[config.mk]
export PLATFORM = sky130hd
export DESIGN_NAME = jtcus30_sndpost
export DESIGN_NICKNAME = d
export VERILOG_FILES = /design/src/rtl/jtcus30_sndpost.sv
export SDC_FILE = /design/constraint.sdc
export NUM_CORES = 1
export LEC_CHECK = 0
export BUFFER_PORTS_ARGS = -buffer_cell sky130_fd_sc_hd__buf_2
export CAP_MARGIN = 20
export CORE_ASPECT_RATIO = 1.2
export CORE_MARGIN = 2
export CORE_UTILIZATION = 68
export CTS_CLUSTER_DIAMETER = 200
export DETAILED_ROUTE_END_ITERATION = 16
export PLACE_DENSITY = 0.88
export SETUP_SLACK_MARGIN = 0.05
export SLEW_MARGIN = 20
export SYNTH_ARGS = -nofsm -noshare
export SYNTH_HDL_FRONTEND = slang
export SYNTH_SLANG_ARGS = --single-unit
[constraint.sdc]
create_clock -name clk -period 25.3 [get_ports clk]
set_input_delay 0 -clock clk [delete_from_list [all_inputs] [get_ports clk]]
set_output_delay 0 -clock clk [all_outputs]
set_load 0.05 [all_outputs]
[src/rtl/jtcus30_sndpost.sv]
`default_nettype none
// +----------------------------------------------------------------------------+
// | jtcus30_sndpost: stereo post-processor for the CUS30 mix, with a           |
// | per-channel DC blocker, Q4.4 gain and 16-bit saturation.                    |
// | Revision: 1.0                                                               |
// +----------------------------------------------------------------------------+
module jtcus30_sndpost #(
  parameter int DCW = 8,
  parameter int GSH = 4
) (
  input  logic               clk,
  input  logic               rst_n,
  input  logic               sample,
  input  logic        [12:0] snd_l,
  input  logic        [12:0] snd_r,
  input  logic        [7:0]  gain,
  input  logic               dcrm_en,
  output logic signed [15:0] out_l,
  output logic signed [15:0] out_r,
  output logic               out_valid,
  output logic               busy,
  output logic               sat,
  output logic               overrun
);

  typedef enum logic [1:0] {
    S_IDLE = 2'd0,
    S_CH_L = 2'd1,
    S_CH_R = 2'd2,
    S_DONE = 2'd3
  } state_t;

  localparam logic signed [17:0] c_dc_max = 18'sd32767;
  localparam logic signed [17:0] c_dc_min = -18'sd32768;
  localparam logic signed [24:0] c_q_max  = 25'sd32767;
  localparam logic signed [24:0] c_q_min  = -25'sd32768;

  state_t             r_state, w_next;
  logic signed [12:0] r_x_l, r_x_r, r_xprev_l, r_xprev_r;
  logic signed [15:0] r_yprev_l, r_yprev_r, r_res_l, r_res_r;

  logic signed [12:0] w_x, w_xp;
  logic signed [15:0] w_yp, w_y, w_out;
  logic signed [17:0] w_dc;
  logic signed [24:0] w_p, w_q;
  logic               w_dc_clamp, w_q_clamp, w_sat;

  always_comb begin
    w_next = r_state;
    case (r_state)
      S_IDLE:  if (sample) w_next = S_CH_L;
      S_CH_L:  w_next = S_CH_R;
      S_CH_R:  w_next = S_DONE;
      default: w_next = S_IDLE;
    endcase
  end

  assign busy = (r_state != S_IDLE);

  // One datapath shared by both channels; channel chosen by the FSM state.
  assign w_x  = (r_state == S_CH_R) ? r_x_r     : r_x_l;
  assign w_xp = (r_state == S_CH_R) ? r_xprev_r : r_xprev_l;
  assign w_yp = (r_state == S_CH_R) ? r_yprev_r : r_yprev_l;

  assign w_dc = $signed({{5{w_x[12]}}, w_x}) - $signed({{5{w_xp[12]}}, w_xp})
              + $signed({{2{w_yp[15]}}, w_yp})
              - $signed({{2{w_yp[15]}}, 16'(w_yp >>> DCW)});

  assign w_dc_clamp = dcrm_en && ((w_dc > c_dc_max) || (w_dc < c_dc_min));

  always_comb begin
    w_y = {{3{w_x[12]}}, w_x};
    if (dcrm_en) begin
      if (w_dc > c_dc_max)      w_y = 16'sh7FFF;
      else if (w_dc < c_dc_min) w_y = -16'sh8000;
      else                      w_y = w_dc[15:0];
    end
  end

  // Gain is unsigned, so it is zero-extended before the signed multiply.
  assign w_p = $signed({{9{w_y[15]}}, w_y}) * $signed({17'd0, gain});
  assign w_q = w_p >>> GSH;
  assign w_q_clamp = (w_q > c_q_max) || (w_q < c_q_min);

  always_comb begin
    w_out = w_q[15:0];
    if (w_q > c_q_max)      w_out = 16'sh7FFF;
    else if (w_q < c_q_min) w_out = -16'sh8000;
  end

  assign w_sat = w_dc_clamp || w_q_clamp;

  always_ff @(posedge clk) begin
    if (!rst_n) begin
      r_state   <= S_IDLE;
      r_x_l     <= '0;
      r_x_r     <= '0;
      r_xprev_l <= '0;
      r_xprev_r <= '0;
      r_yprev_l <= '0;
      r_yprev_r <= '0;
      r_res_l   <= '0;
      r_res_r   <= '0;
      out_l     <= '0;
      out_r     <= '0;
      out_valid <= 1'b0;
      sat       <= 1'b0;
      overrun   <= 1'b0;
    end else begin
      r_state   <= w_next;
      out_valid <= 1'b0;
      case (r_state)
        S_IDLE: begin
          if (sample) begin
            r_x_l <= snd_l;
            r_x_r <= snd_r;
          end
        end
        S_CH_L: begin
          r_xprev_l <= w_x;
          r_yprev_l <= dcrm_en ? w_y : 16'sd0;
          r_res_l   <= w_out;
          if (w_sat) sat <= 1'b1;
        end
        S_CH_R: begin
          r_xprev_r <= w_x;
          r_yprev_r <= dcrm_en ? w_y : 16'sd0;
          r_res_r   <= w_out;
          if (w_sat) sat <= 1'b1;
        end
        default: begin
          out_l     <= r_res_l;
          out_r     <= r_res_r;
          out_valid <= 1'b1;
        end
      endcase
      if (sample && (r_state != S_IDLE)) overrun <= 1'b1;
    end
  end

endmodule
`default_nettype wire

# After elaboration in Yosys (flattened, before gate mapping)
# Cells that the tools add are included.
dict set report op_classes {
  n_addsub 3
  mul 1
  order_cmp 4
  eq_ne 3
  mux 12
  reduce_logical 11
}
# op n
set ops {}
lappend ops {{$mux W16} 7}
lappend ops {{$mux W13} 2}
lappend ops {{$mul A16 B9 Y25} 1}
lappend ops {{$gt A21 B16 Y1 const B} 1}
lappend ops {{$lt A21 B16 Y1 const B} 1}
lappend ops {{$gt A18 B16 Y1 const B} 1}
lappend ops {{$lt A18 B16 Y1 const B} 1}
lappend ops {{$sub A17 B8 Y18} 1}
lappend ops {{$add A14 B16 Y17} 1}
lappend ops {{$sub A13 B13 Y14} 1}
lappend ops {{$pmux W2 S3} 1}
lappend ops {{$reduce_and A2 Y1} 2}
lappend ops {{$logic_or A1 B1 Y1} 3}
lappend ops {{$reduce_or A3 Y1} 1}
lappend ops {{$eq A2 B1 Y1 const B} 1}
lappend ops {{$eq A2 B2 Y1 const B} 1}
lappend ops {{$logic_and A1 B1 Y1} 2}
lappend ops {{$logic_not A2 Y1} 1}
lappend ops {{$mux W2} 1}
lappend ops {{$ne A2 B2 Y1 const B} 1}
lappend ops {{$reduce_bool A2 Y1} 1}
lappend ops {{$reduce_or A2 Y1} 1}
lappend ops {{$mux W1} 1}
dict set report word_totals {
  regBits 153
  inputBits 38
  output_inout_bits 36
  elab_cells 48
}

# Longest topological paths before layout
dict set report logic_depth {
  ltp_word 14
  depth_mapped 43
  ltp_nobuf 36
}

# Worst setup path before layout
# Ideal clock, no wire load.
dict set report synth_timing {
  path_type {flip-flop to flip-flop}
  startpoint {register r_state[0]}
  endpoint {register r_res_r[12]}
  setup_ps 70
  t_arrival_ps 10407
  required_time_ps 25230
  path_slack_ps 14823
  stages_incl_launch_ff 39
  n_path_buf 7
  period_less_slack_ps 10477
  path_cell_list {dfxtp_1 inv_1 ha_1 clkbuf_1 clkbuf_1 buf_1 clkbuf_1 mux2i_1 inv_1 fa_1 inv_1 fa_1 ha_1 buf_6 a21o_1 a21o_1 a221o_1 or3_4 [... 3 more ...] and2_1 fa_1 fa_1 fa_1 inv_1 fa_1 inv_1 ha_1 a21oi_1 nand2_1 o21ai_1 o21bai_1 a211oi_1 xnor2_1 buf_2 clkbuf_1 o21ai_0 a21oi_1}
}
dict set report synth_via {
  elab_chain_cells 13
  word_cells_on_any_way 17
  cone_classes {add/sub (3); mul (1); order compare (4); eq/ne (1); mux (8)}
}
# item line
set synth_lines {}
lappend synth_lines {{start, declared} 38} ;# state_t r_state, w_next;
lappend synth_lines {{start signal, assigned} 110} ;# r_state <= w_next;
lappend synth_lines {{$eq A2 B2 Y1 *} --}
lappend synth_lines {{$mux W13 (on tied branches)} {61, 62}}
lappend synth_lines {{$sub A13 B13 Y14} 65} ;# assign w_dc = $signed({{5{w_x[12]}}, w_x}) - $signed({{5{w_xp[12]}}, w_xp})
lappend synth_lines {{$add A14 B16 Y17} 66} ;# + $signed({{2{w_yp[15]}}, w_yp})
lappend synth_lines {{$sub A17 B8 Y18} 67} ;# - $signed({{2{w_yp[15]}}, 16'(w_yp >>> DCW)});
lappend synth_lines {{$lt A18 B16 Y1} 75} ;# else if (w_dc < c_dc_min) w_y = -16'sh8000;
lappend synth_lines {{$mux W16} 75}
lappend synth_lines {{$mux W16} 74} ;# if (w_dc > c_dc_max) w_y = 16'sh7FFF;
lappend synth_lines {{$mux W16} 73} ;# if (dcrm_en) begin
lappend synth_lines {{$mul A16 B9 Y25} 81} ;# assign w_p = $signed({{9{w_y[15]}}, w_y}) * $signed({17'd0, gain});
lappend synth_lines {{$lt A21 B16 Y1} 88} ;# else if (w_q < c_q_min) w_out = -16'sh8000;
lappend synth_lines {{$mux W16} 88}
lappend synth_lines {{$mux W16} 87} ;# if (w_q > c_q_max) w_out = 16'sh7FFF;
lappend synth_lines {{end signal, assigned} 128} ;# r_res_r <= w_out;
lappend synth_lines {{end, declared} 40} ;# logic signed [15:0] r_yprev_l, r_yprev_r, r_res_l, r_res_r;
# Mark *: on every way between the ends. The rest lies on a longest branch, timed or not.
# A chain may end at the register's enable or synchronous reset.

# Worst setup path in the final report
dict set report layout_timing {
  startpoint {register r_state[0]}
  endpoint {register r_res_r[2]}
}
# Same word-level chain as after synthesis.

==> run summary <==
Synth cell types: 72
Critical Path Max Stage Delay: 0.87 ns
Reg2Reg Setup Slack: 13.76 ns
Synth Area in Compound Gates: 0.166
FFs w/ async S/R, synth: 0
largest family of logic cells by synthesized area: adder cells
Synth Warn #: 0
post-synthesis instance total: 1470
DR vias: 11100
Final nets: 1768
maxcap violations: 0
# rows: 55
clk root buf: clkbuf_16
WHS Path Cells: 2
initial core utilization: 0.688
die height: 155 um
Die Wd: 130 um
crit path capture type: register
global-route wire length before repair: 56100 um
clk buf depth: 2
Mapped Avg Cell Area: 8.80 um^2
area delta synth->final: 10.1%
Tot GR Track Use: 0.355
slowest CP cell: nor4_4
worst hold-check path type: in2reg
vias per std cell: 6.20
hold_sp: rst_n
diode count: 0
status: finished clean
hold violation count in the final report: 0
period utilization: 0.456
final setup violating endpoints: 0
Critical Path Source Type: register
final worst slack: 13.76 ns
CTS Buf Count: 17
setup total negative slack: 0 ns
Iter 0 DRT Violations: 1105
most frequent cells in the layout: inv_1, dfxtp_1, fa_1
largest net degree at the start of global routing: 82
# clock sinks: 153
CORE AREA: 0.0188 mm^2
IO Port Bufs: 73
Synth Register Bits: 153
grt ovf: 0
Ports: 74
FF-to-FF Start: r_state[0]
initial antenna violation count: 0
Crit Path Max Fanout: 63
final critical-path required period: 11.54 ns
Clock Skew: 0.0153 ns
hold_ws: 0.153 ns
DP HPWL: 24600 um
reg-to-reg endpoint: r_res_r[2]
CTS tree: built
mapped cell area: 0.0129 mm^2
Post-Syn Nets: 1708
Slew HR: 0.301
Max Fclk: 86.7 MHz
RePlAce Congestion: 0.944
htree depth: 4
main flop type after synthesis: dfxtp_1
pre-CTS setup slack: 14.24 ns
crit path DAT: 11.88 ns
Slew @ Worst Pin: 1.05 ns
Synth Area in Simple Gates: 0.155
Slew Limit Fails: 0
die area: 0.0201 mm^2
Reg clk slew, reported paths: 0.07 ns
WS Path Type: reg2reg
Reg2Reg Depth: 34
DRT antenna net count: 0
Worst Hold Path EP: r_yprev_r[6]
Initial DRT Pass Iterations: 7
layout cell share with drive strength beyond 1: 0.0986
fraction of synthesized cell area in xor and xnor cells: 0.0224
RSZ-0062 raised after global routing: false
post-synthesis mux area share: 0.0609
Crit path required time: 25.64 ns
Post-Synth Adder-Cell Area: 0.270
post-CTS setup buffers: 0
vias in the first global route: 11200
Skew-Pair Late Insertion Delay: 0.43 ns
WL final: 35000 um
post-DR wirelength/cell: 19.5 um
DRC violations left: 0
EDFF count, synth: 0
register area share after synthesis: 0.237
most common cell after layout, fill and taps aside: inv_1
Fill cells: 1220
==> metal layers <==
layer  global-route usage  vias up  wire length, um  share of wire
li1                     -     5012                -              -
met1                0.408     5363            12900           0.37
met2                0.616      583            17400           0.50
met3               0.0567      186             2300          0.066
met4                0.209        0             2340          0.067
met5              0.00767        -                0              0
==> worst max-delay path: cells and delay by family (launching register included) <==
kind                     cells  cell delay [ns]
flip-flops                   1             0.33
adder cells (fa/ha/maj)      9             4.10
AND/OR/NAND/NOR              3             1.45
buffers and inverters        8             1.46
XOR/XNOR                     1             0.20
multiplexers                 1             0.37
AO/OA/AOI/OAI               12             3.50
==> final cells by class <==
cell class | instances | area (um^2) | area share
flip-flops and latches | 153 | 3060 | 0.215
inverters | 228 | 856 | 0.0601
repair buffers | 109 | 706 | 0.0496
multi-input cells | 1021 | 8730 | 0.613
clock buffers | 18 | 429 | 0.0301
clock inverters | 13 | 135 | 0.00949
well taps | 256 | 320 | 0.0225
==> synth_stat cells, types with 13 or more instances <==
master    count  area share
inv_1       223       0.065
o211a_1      13       0.010
and3_1       19      0.0092
o21ai_0      90       0.035
a21o_1       15      0.0087
fa_1        131        0.20
a21boi_0     40       0.023
nand3_1      51       0.020
and2_1       18      0.0087
a21oi_1      80       0.031
ha_1         69       0.067
nor2_1       41       0.012
nor3_1       39       0.015
mux2i_1      73       0.057
dfxtp_1     153        0.24
clkbuf_1     47       0.014
nor2b_1      51       0.025
or3_1        14      0.0068
nand2_1     115       0.033
xnor2_1      26       0.018
==> timing repair <==
action	in CTS	in global routing
endpoints found under the hold margin	27	0
gates resized for setup	0	0
endpoints found under the setup margin	0	0
hold buffers	27	0
==> flip-flops by register name (all words and copies together) (netlist names), 16 cells and up <==
name and cells:
r_res_l 16, out_l 16, r_yprev_l 16, out_r 16, r_yprev_r 16, r_res_r 16
==> cell families after synthesis <==
group                      Yosys count
AOI/OAI and AO/OA                  318
buffers and inverters              296
DFF                                153
muxes                               78
and+or+nand+nor                    392
xor gates and xnor gates            33
adders and majority gates          200
==> worst max path at each step <==
stage | startpoint | to | slack (ns) | depth (start not counted)
6_report | r_state[0] | r_res_r[2] | 13.76 | 34
3_3_place_gp | r_state[0] | r_res_l[13] | 14.44 | 34
5_1_grt | r_state[0] | r_res_l[13] | 13.19 | 34
4_1_cts | r_state[0] | r_res_r[2] | 14.07 | 34
3_5_place_dp | r_state[0] | r_res_l[13] | 14.24 | 34
2_1_floorplan | r_state[0] | r_res_r[12] | 14.82 | 38
==> metrics by stage <==
stage | instance area [um^2] | cells | utilization
6_report | 14200 | 1798 | 0.758
2_1_floorplan | 12900 | 1470 | -
5_1_grt | 14200 | 1798 | 0.758
3_5_place_dp | 13400 | 1740 | 0.714
3_3_place_gp | 13400 | 1740 | 0.714
4_1_cts | 14200 | 1798 | 0.758
Power is left out: the tool's default activity adds up to more than one toggle a clock period on the data nets, which glitch-free logic cannot reach.
